[config.mk]
export PLATFORM = sky130hd
export DESIGN_NAME = dcache_refill_ctrl
export DESIGN_NICKNAME = d
export VERILOG_FILES = /design/src/rtl/dcache_pkg.sv /design/src/rtl/line_addr_gen.sv /design/src/rtl/dcache_refill_ctrl.sv
export SDC_FILE = /design/constraint.sdc
export NUM_CORES = 1
export LEC_CHECK = 0
export ABC_AREA = 1
export CAP_MARGIN = 20
export CORE_MARGIN = 4
export CORE_UTILIZATION = 42
export DETAILED_ROUTE_END_ITERATION = 8
export HOLD_SLACK_MARGIN = 0.02
export PLACE_DENSITY_LB_ADDON = 0.15
export REMOVE_ABC_BUFFERS = 1
export SYNTH_ARGS = -nofsm -noshare
export SYNTH_HDL_FRONTEND = slang
export SYNTH_SLANG_ARGS = --single-unit
export TNS_END_PERCENT = 10
[constraint.sdc]
create_clock -name clk -period 2.4 [get_ports clk]
set_input_delay 0.72 -clock clk [delete_from_list [all_inputs] [get_ports clk]]
set_output_delay 0.72 -clock clk [all_outputs]
set_load 0.01 [all_outputs]
[src/rtl/dcache_pkg.sv]
`default_nettype none
// ============================================================================
// Module   : dcache_pkg
// Purpose  : Shared refill-engine types and line-geometry helpers.
// Revision : 1.0 - initial release
// ============================================================================
package dcache_pkg;

  typedef enum logic [1:0] {
    ST_IDLE = 2'd0,
    ST_WB   = 2'd1,
    ST_FILL = 2'd2,
    ST_DONE = 2'd3
  } refill_state_t;

  localparam int c_line_words = 4;

  // Byte-offset mask within one line of 32-bit words.
  function automatic logic [31:0] line_offset_mask(input int line_words);
    return 32'(4 * line_words) - 32'd1;
  endfunction

endpackage
`default_nettype wire

[src/rtl/line_addr_gen.sv]
`default_nettype none
// ============================================================================
// Module   : line_addr_gen
// Purpose  : Word-aligned memory address for a line transfer (base + 4*idx).
// Revision : 1.0 - initial release
// ============================================================================
module line_addr_gen
  import dcache_pkg::*;
#(
  parameter int IDX_W = 2
) (
  input  logic [31:0]      wb_base,
  input  logic [31:0]      fill_base,
  input  logic [IDX_W-1:0] idx,
  input  logic             we,
  output logic [31:0]      mem_addr
);

  logic [31:0] w_base;
  logic [31:0] w_offset;

  assign w_base   = we ? wb_base : fill_base;
  assign w_offset = {{(30 - IDX_W){1'b0}}, idx, 2'b00};
  assign mem_addr = w_base + w_offset;

endmodule
`default_nettype wire

[src/rtl/dcache_refill_ctrl.sv]
`default_nettype none
// ============================================================================
// Module   : dcache_refill_ctrl
// Purpose  : D-cache miss engine: optional dirty-victim writeback, then fill.
// Revision : 1.0 - initial release
// ============================================================================
module dcache_refill_ctrl
  import dcache_pkg::*;
#(
  parameter int LINE_WORDS = c_line_words,
  parameter int IDX_W      = $clog2(LINE_WORDS)
) (
  input  logic             clk,
  input  logic             rst_n,
  input  logic             miss_req,
  input  logic [31:0]      miss_addr,
  input  logic             victim_dirty,
  input  logic [31:0]      victim_addr,
  output logic [IDX_W-1:0] vic_idx,
  input  logic [31:0]      vic_data,
  output logic             fill_we,
  output logic [IDX_W-1:0] fill_idx,
  output logic [31:0]      fill_data,
  output logic             fill_done,
  output logic             busy,
  output logic             mem_req,
  output logic             mem_we,
  output logic [31:0]      mem_addr,
  output logic [31:0]      mem_wdata,
  input  logic             mem_ack,
  input  logic [31:0]      mem_rdata,
  output logic [31:0]      miss_cnt,
  output logic [31:0]      wb_cnt
);

  localparam logic [31:0]      c_off_mask = line_offset_mask(LINE_WORDS);
  localparam logic [IDX_W-1:0] c_last_idx = IDX_W'(LINE_WORDS - 1);

  refill_state_t    r_state;
  logic [IDX_W-1:0] r_idx;
  logic [31:0]      r_fill_base;
  logic [31:0]      r_wb_base;
  logic [31:0]      r_miss_cnt;
  logic [31:0]      r_wb_cnt;

  logic             w_in_wb;
  logic             w_in_fill;
  logic [31:0]      w_addr;

  always_ff @(posedge clk) begin
    if (!rst_n) begin
      r_state     <= ST_IDLE;
      r_idx       <= '0;
      r_fill_base <= '0;
      r_wb_base   <= '0;
      r_miss_cnt  <= '0;
      r_wb_cnt    <= '0;
    end else begin
      case (r_state)
        ST_IDLE: begin
          if (miss_req) begin
            r_fill_base <= miss_addr & ~c_off_mask;
            r_wb_base   <= victim_addr & ~c_off_mask;
            r_idx       <= '0;
            r_miss_cnt  <= r_miss_cnt + 32'd1;
            r_state     <= victim_dirty ? ST_WB : ST_FILL;
          end
        end
        ST_WB: begin
          if (mem_ack) begin
            if (r_idx == c_last_idx) begin
              r_idx    <= '0;
              r_wb_cnt <= r_wb_cnt + 32'd1;
              r_state  <= ST_FILL;
            end else begin
              r_idx <= r_idx + 1'b1;
            end
          end
        end
        ST_FILL: begin
          if (mem_ack) begin
            // Index wraps to zero on the last word, ready for the next miss.
            r_idx <= r_idx + 1'b1;
            if (r_idx == c_last_idx) begin
              r_state <= ST_DONE;
            end
          end
        end
        ST_DONE: begin
          r_state <= ST_IDLE;
        end
        default: begin
          r_state <= ST_IDLE;
        end
      endcase
    end
  end

  assign w_in_wb   = (r_state == ST_WB);
  assign w_in_fill = (r_state == ST_FILL);

  line_addr_gen #(
    .IDX_W (IDX_W)
  ) u_line_addr_gen (
    .wb_base   (r_wb_base),
    .fill_base (r_fill_base),
    .idx       (r_idx),
    .we        (w_in_wb),
    .mem_addr  (w_addr)
  );

  // Data paths are gated to zero outside their owning state so nothing floats.
  assign busy      = (r_state != ST_IDLE);
  assign mem_req   = w_in_wb | w_in_fill;
  assign mem_we    = w_in_wb;
  assign mem_addr  = w_addr;
  assign mem_wdata = w_in_wb ? vic_data : '0;
  assign vic_idx   = r_idx;
  assign fill_we   = w_in_fill & mem_ack;
  assign fill_idx  = r_idx;
  assign fill_data = w_in_fill ? mem_rdata : '0;
  assign fill_done = (r_state == ST_DONE);
  assign miss_cnt  = r_miss_cnt;
  assign wb_cnt    = r_wb_cnt;

endmodule
`default_nettype wire
* Word-level counts from Yosys, hierarchy flattened
Index checks and enable logic that the tools add are counted.
** Cells by class
- $add $sub $neg :: 4
- Equal/unequal tests :: 9
- Multiplexer cells :: 15
- Bitwise operators :: 2
- Reduce and logical (&&, ||, !) cells :: 7
** Operators with widths (count)
- 2-to-1 mux 32 bit :: 3
- adder 32 x 1 -> 32 bit, second input constant :: 2
- adder 32 x 4 -> 32 bit :: 1
- 2-to-1 mux 2 bit :: 10
- inequality test 2 bit, second input constant :: 4
- case mux 2 bit (4 select lines) :: 1
- equality test 2 bit, second input constant :: 3
- case mux 2 bit (3 select lines) :: 1
- AND reduction 5 bit :: 1
- AND reduction 4 bit :: 1
- AND reduction 3 bit :: 1
- nonzero test 3 bit :: 1
- adder 2 x 1 -> 2 bit, second input constant :: 1
- equality test 2 x 1 -> 1 bit, second input constant :: 1
- logical NOT 2 bit :: 1
- inequality test 2 x 1 -> 1 bit, second input constant :: 1
- AND reduction 2 bit :: 1
- nonzero test 2 bit :: 1
- AND 1 bit :: 1
- OR 1 bit :: 1
** Storage, ports and cells
- Register bits :: 124
- Logic and storage cells :: 43

* Logic depth before layout (Yosys ltp)
- Depth in word-level cells :: 4
- Gate-level depth with buffers :: 11
- Mapped depth without buffers :: 10

* Cells and area by module
A second synthesis with hierarchy kept.
** Unflattened totals
- Cell total of the unflattened synthesis :: 1260
- Area total of the unflattened synthesis :: 7644.8 µm²
** Modules (own cells, without submodules)
- dcache_refill_ctrl :: instances 1, cells an instance 967, area each 6213.5 µm²
- line_addr_gen :: instances 1, cells an instance 293, area each 1431.4 µm²

* Least setup slack after synthesis
No wires, ideal clock.
- Kind :: reg2out
- Start point :: reg r_state[1]
- End point :: out mem_addr[11]
- Arrival :: 1430 ps
- Required time :: 1680 ps
- Slack :: 250 ps
- Stages on the path, launching flop included :: 7
- Path buffers :: 2
- Path through :: dfxtp_1 -> inv_1 -> ha_1 -> clkbuf_1 -> clkbuf_1 -> nand2_1 -> o21ai_0
** On the way
- Word-level cells in the longest chain between the ends :: 3
** Ends and longest elaborated chain
- start, declared :: line dcache_refill_ctrl.sv:39 : refill_state_t r_state;
- start signal, assigned :: line dcache_refill_ctrl.sv:66 : r_state <= victim_dirty ? ST_WB : ST_FILL;
- equality test 2 x 1 -> 1 bit :: line dcache_refill_ctrl.sv:99 : assign w_in_wb = (r_state == ST_WB);
- via mem_we :: line dcache_refill_ctrl.sv:27 : output logic mem_we,
- 2-to-1 mux 32 bit :: line line_addr_gen.sv:22 : assign w_base = we ? wb_base : fill_base;
- adder 32 x 4 -> 32 bit :: line line_addr_gen.sv:24 : assign mem_addr = w_base + w_offset;
- end, declared :: line dcache_refill_ctrl.sv:28 : output logic [31:0] mem_addr,
The timed path passes the listed nets, and every way through them passes these cells.

* Worst setup path after layout
- Start point :: reg r_state[1]
- End point :: out mem_addr[18]
** On the way
- Word-level cells in the longest chain between the ends :: 3
** Ends and longest elaborated chain (line)
- equality test 2 x 1 -> 1 bit :: dcache_refill_ctrl.sv:99
- 2-to-1 mux 32 bit :: line_addr_gen.sv:22
- adder 32 x 4 -> 32 bit :: line_addr_gen.sv:24
Every way passes these cells.

==> results.toml <==
[detailed_routing]
drc = 0
drtAntennaViolNets = 0
vias = 7462
dr.pass1.iters = 5
drt-wirelength-per-cell_um = 13.71
via_per_inst = 4.750
wl_um = 21540
dr.first_iter.drc_count = 435

[synthesis]
synth_top_area_share_pct = 37.45
syn_area_sq_um = 6629
synth_compound_area_share_pct = 13.67
synth_area_leaders = "dfxtp_1 37%, nand2_1 13%, inv_1 9.9%"
seq_area_frac_synth_pct = 37.45
synth_cells = 1057
synth_top_family_by_area = "simple AND/OR/NAND/NOR gates"
synth_xor_area_share_pct = 0.6606
ys_types = 29
ys_ff_latch = 124
async_flop_share_pct = 0
synth_warnings = 0
synth_edf_count = 0
synth-simple-area-share_pct = 32.92
synth_flop_cell = "dfxtp_1"
synthMuxAreaShare_pct = 0
synth-adder-area-share_pct = 1.699
syn_avg_cell_area_sq_um = 6.271
yosysTopAreaCell = "dfxtp_1"

[floorplan]
core-area_sq_um = 15310
num_io_pins = 302
dieArea_sq_um = 17860
rows = 45
start_util_pct = 43.28
fp.dieH_um = 133.6
dieWidth_um = 133.6

[critical_path]
cp_data_arrival_time_ns = 1.64
worstSetupPathType = "reg2out"
path_max_fanout = 32
critPathRequiredTime_ns = 1.68
startpoint_type = "flip-flop"
end_kind = "primary output"

[global_route]
overflow = 0
grtUsageTotal_pct = 23.04
grt_antenna_before_repair = 0
grt_pass1_wl_um = 33250
grt_start_max_net_pins = 85
grt_pass1_vias = 6538

[finish]
drive_gt1_share_pct = 9.265
fill_cells = 1370
fin_util_pct = 67.95
syn2layout_area_growth_pct = 56.98
final_nets = 1489
layout_common_cells = "236 x nand2_1, 193 x clkdlybuf4s50_1, 173 x inv_1"
n_antenna_cell = 0
final_common_cell = "nand2_1"

[power]
power.total_uw = 8462
power_density_nw_per_um2 = 813.1
ir_worst_vdd_v = 0.0005574
p_leak_uw = 0.004798

[sta]
fin_ws_ns = 0.04366
worstMarginPinSlew_ns = 0.5235
slew_viol_final = 0
setup_tns_ns = 0
finalCritPeriodShare_pct = 98.18
setup_viol = 0
hold_viol = 0
fmax_ghz = 0.4244
clock_skew_ns = 0.007159
fin_crit_ns = 2.356
rsz0062_at_grt = "true"
max-slew-margin-rel_pct = 65.10

[clock_tree]
clockBufferDepth = 2
path_clk_slew_ns = 0.05
cts_tree = "yes"
hold_buffers = 0
cts-buffers-inserted = 17
root_buffer = "clkbuf_16"
clk-insertion-delay-late_ns = 0.42
clkSinkCount = 124
cts_htree_levels = 4

[placement]
place_congestion = 0.8733
dp_slack_ns = -0.2141
portBuffers = 291
dp_hpwl_um = 16430

[outcome]
outcome = "finished clean"

[job]
maxCapViolations = 0

[worst_hold_path]
hold_path_class = "reg2reg"
==> state kept, by name, indices dropped and copies added, names as in the netlist <==
register     cells
wb_cnt          32
r_wb_base       28
r_fill_base     28
miss_cnt        32
r_state          2
fill_idx         2
==> cells by family after synthesis <==
| group | Yosys count |
|---|---|
| other | 1 |
| xor gates and xnor gates | 5 |
| DFF | 124 |
| and+or+nand+nor | 514 |
| buffers and inverters | 226 |
| AOI/OAI and AO/OA | 178 |
| adders and majority gates | 9 |
==> Yosys cell counts, types with 10 or more instances <==
master,number
clkbuf_1,24
nand2_1,236
inv_1,175
buf_2,10
nand3_1,48
a21oi_1,64
nor2_2,13
o21ai_0,107
nor2_1,166
nor3_1,16
dfxtp_1,124
nand4_1,18
==> final cells by class <==
| type | count | area, sq um | area share, % |
|---|---|---|---|
| Clock buffer | 20 | 456.7 | 4.389 |
| Multi-Input combinational cell | 708 | 3289 | 31.61 |
| Tap cell | 211 | 264.0 | 2.537 |
| Inverter | 179 | 674.4 | 6.481 |
| Timing Repair Buffer | 317 | 3042 | 29.23 |
| Clock inverter | 12 | 192.7 | 1.852 |
| Sequential cell | 124 | 2487 | 23.90 |
==> report_power, final <==
part / internal, uW / total, uW / switching, uW
clock network: 1890 / 2810 / 927
registers: 2340 / 2480 / 139
logic: 1440 / 3170 / 1730
==> worst max-delay path, cell delays in order (launching register included) <==
cell             delay, ns
dfxtp_2               0.32
inv_2                 0.09
ha_4                  0.21
buf_12                0.18
nand2_1               0.06
o21ai_0               0.07
clkdlybuf4s15_1       0.28
==> through the flow <==
step                      hold WS, ns  instances  instance area, sq um
final                          0.4429       1571                 10410
after global routing           0.4582       1571                 10410
after CTS                      0.4468       1569                 10480
after detailed placement       0.4381       1536                  9841
after global placement         0.4312       1536                  9841
after floorplan                0.4238       1011                  6406
==> path summary, 6_finish.rpt <==
path                                              startpoint                           end  slack (ns)  cells past startpoint
worst max-delay path                 r_state[1]$_SDFFE_PN0P_                  mem_addr[18]        0.04                      6
worst max register to register       r_state[1]$_SDFFE_PN0P_     miss_cnt[21]$_SDFFE_PN0P_        0.45                     12
worst min register to register  r_fill_base[22]$_SDFFE_PN0P_  r_fill_base[22]$_SDFFE_PN0P_        0.44                      2
worst min-delay path            r_fill_base[22]$_SDFFE_PN0P_  r_fill_base[22]$_SDFFE_PN0P_        0.44                      2
==> what timing repair did <==
item / CTS / global route
pin swaps: 1 / 1
setup endpoints to repair: 96 / 42
resized for setup: 160 / 59
cloned: 1 / 1
buffers inserted: 0 / 1
==> layer usage <==
layer / GRT usage [%] / wire length (um) / vias up
met5: 0 / 0 / -
met4: 7.314 / 461 / 0
met3: 6.647 / 1497 / 35
met2: 40.66 / 10610 / 243
met1: 26.97 / 8971 / 3329
li1: - / - / 3855
No activity file was read; power rests on OpenSTA's default activity.
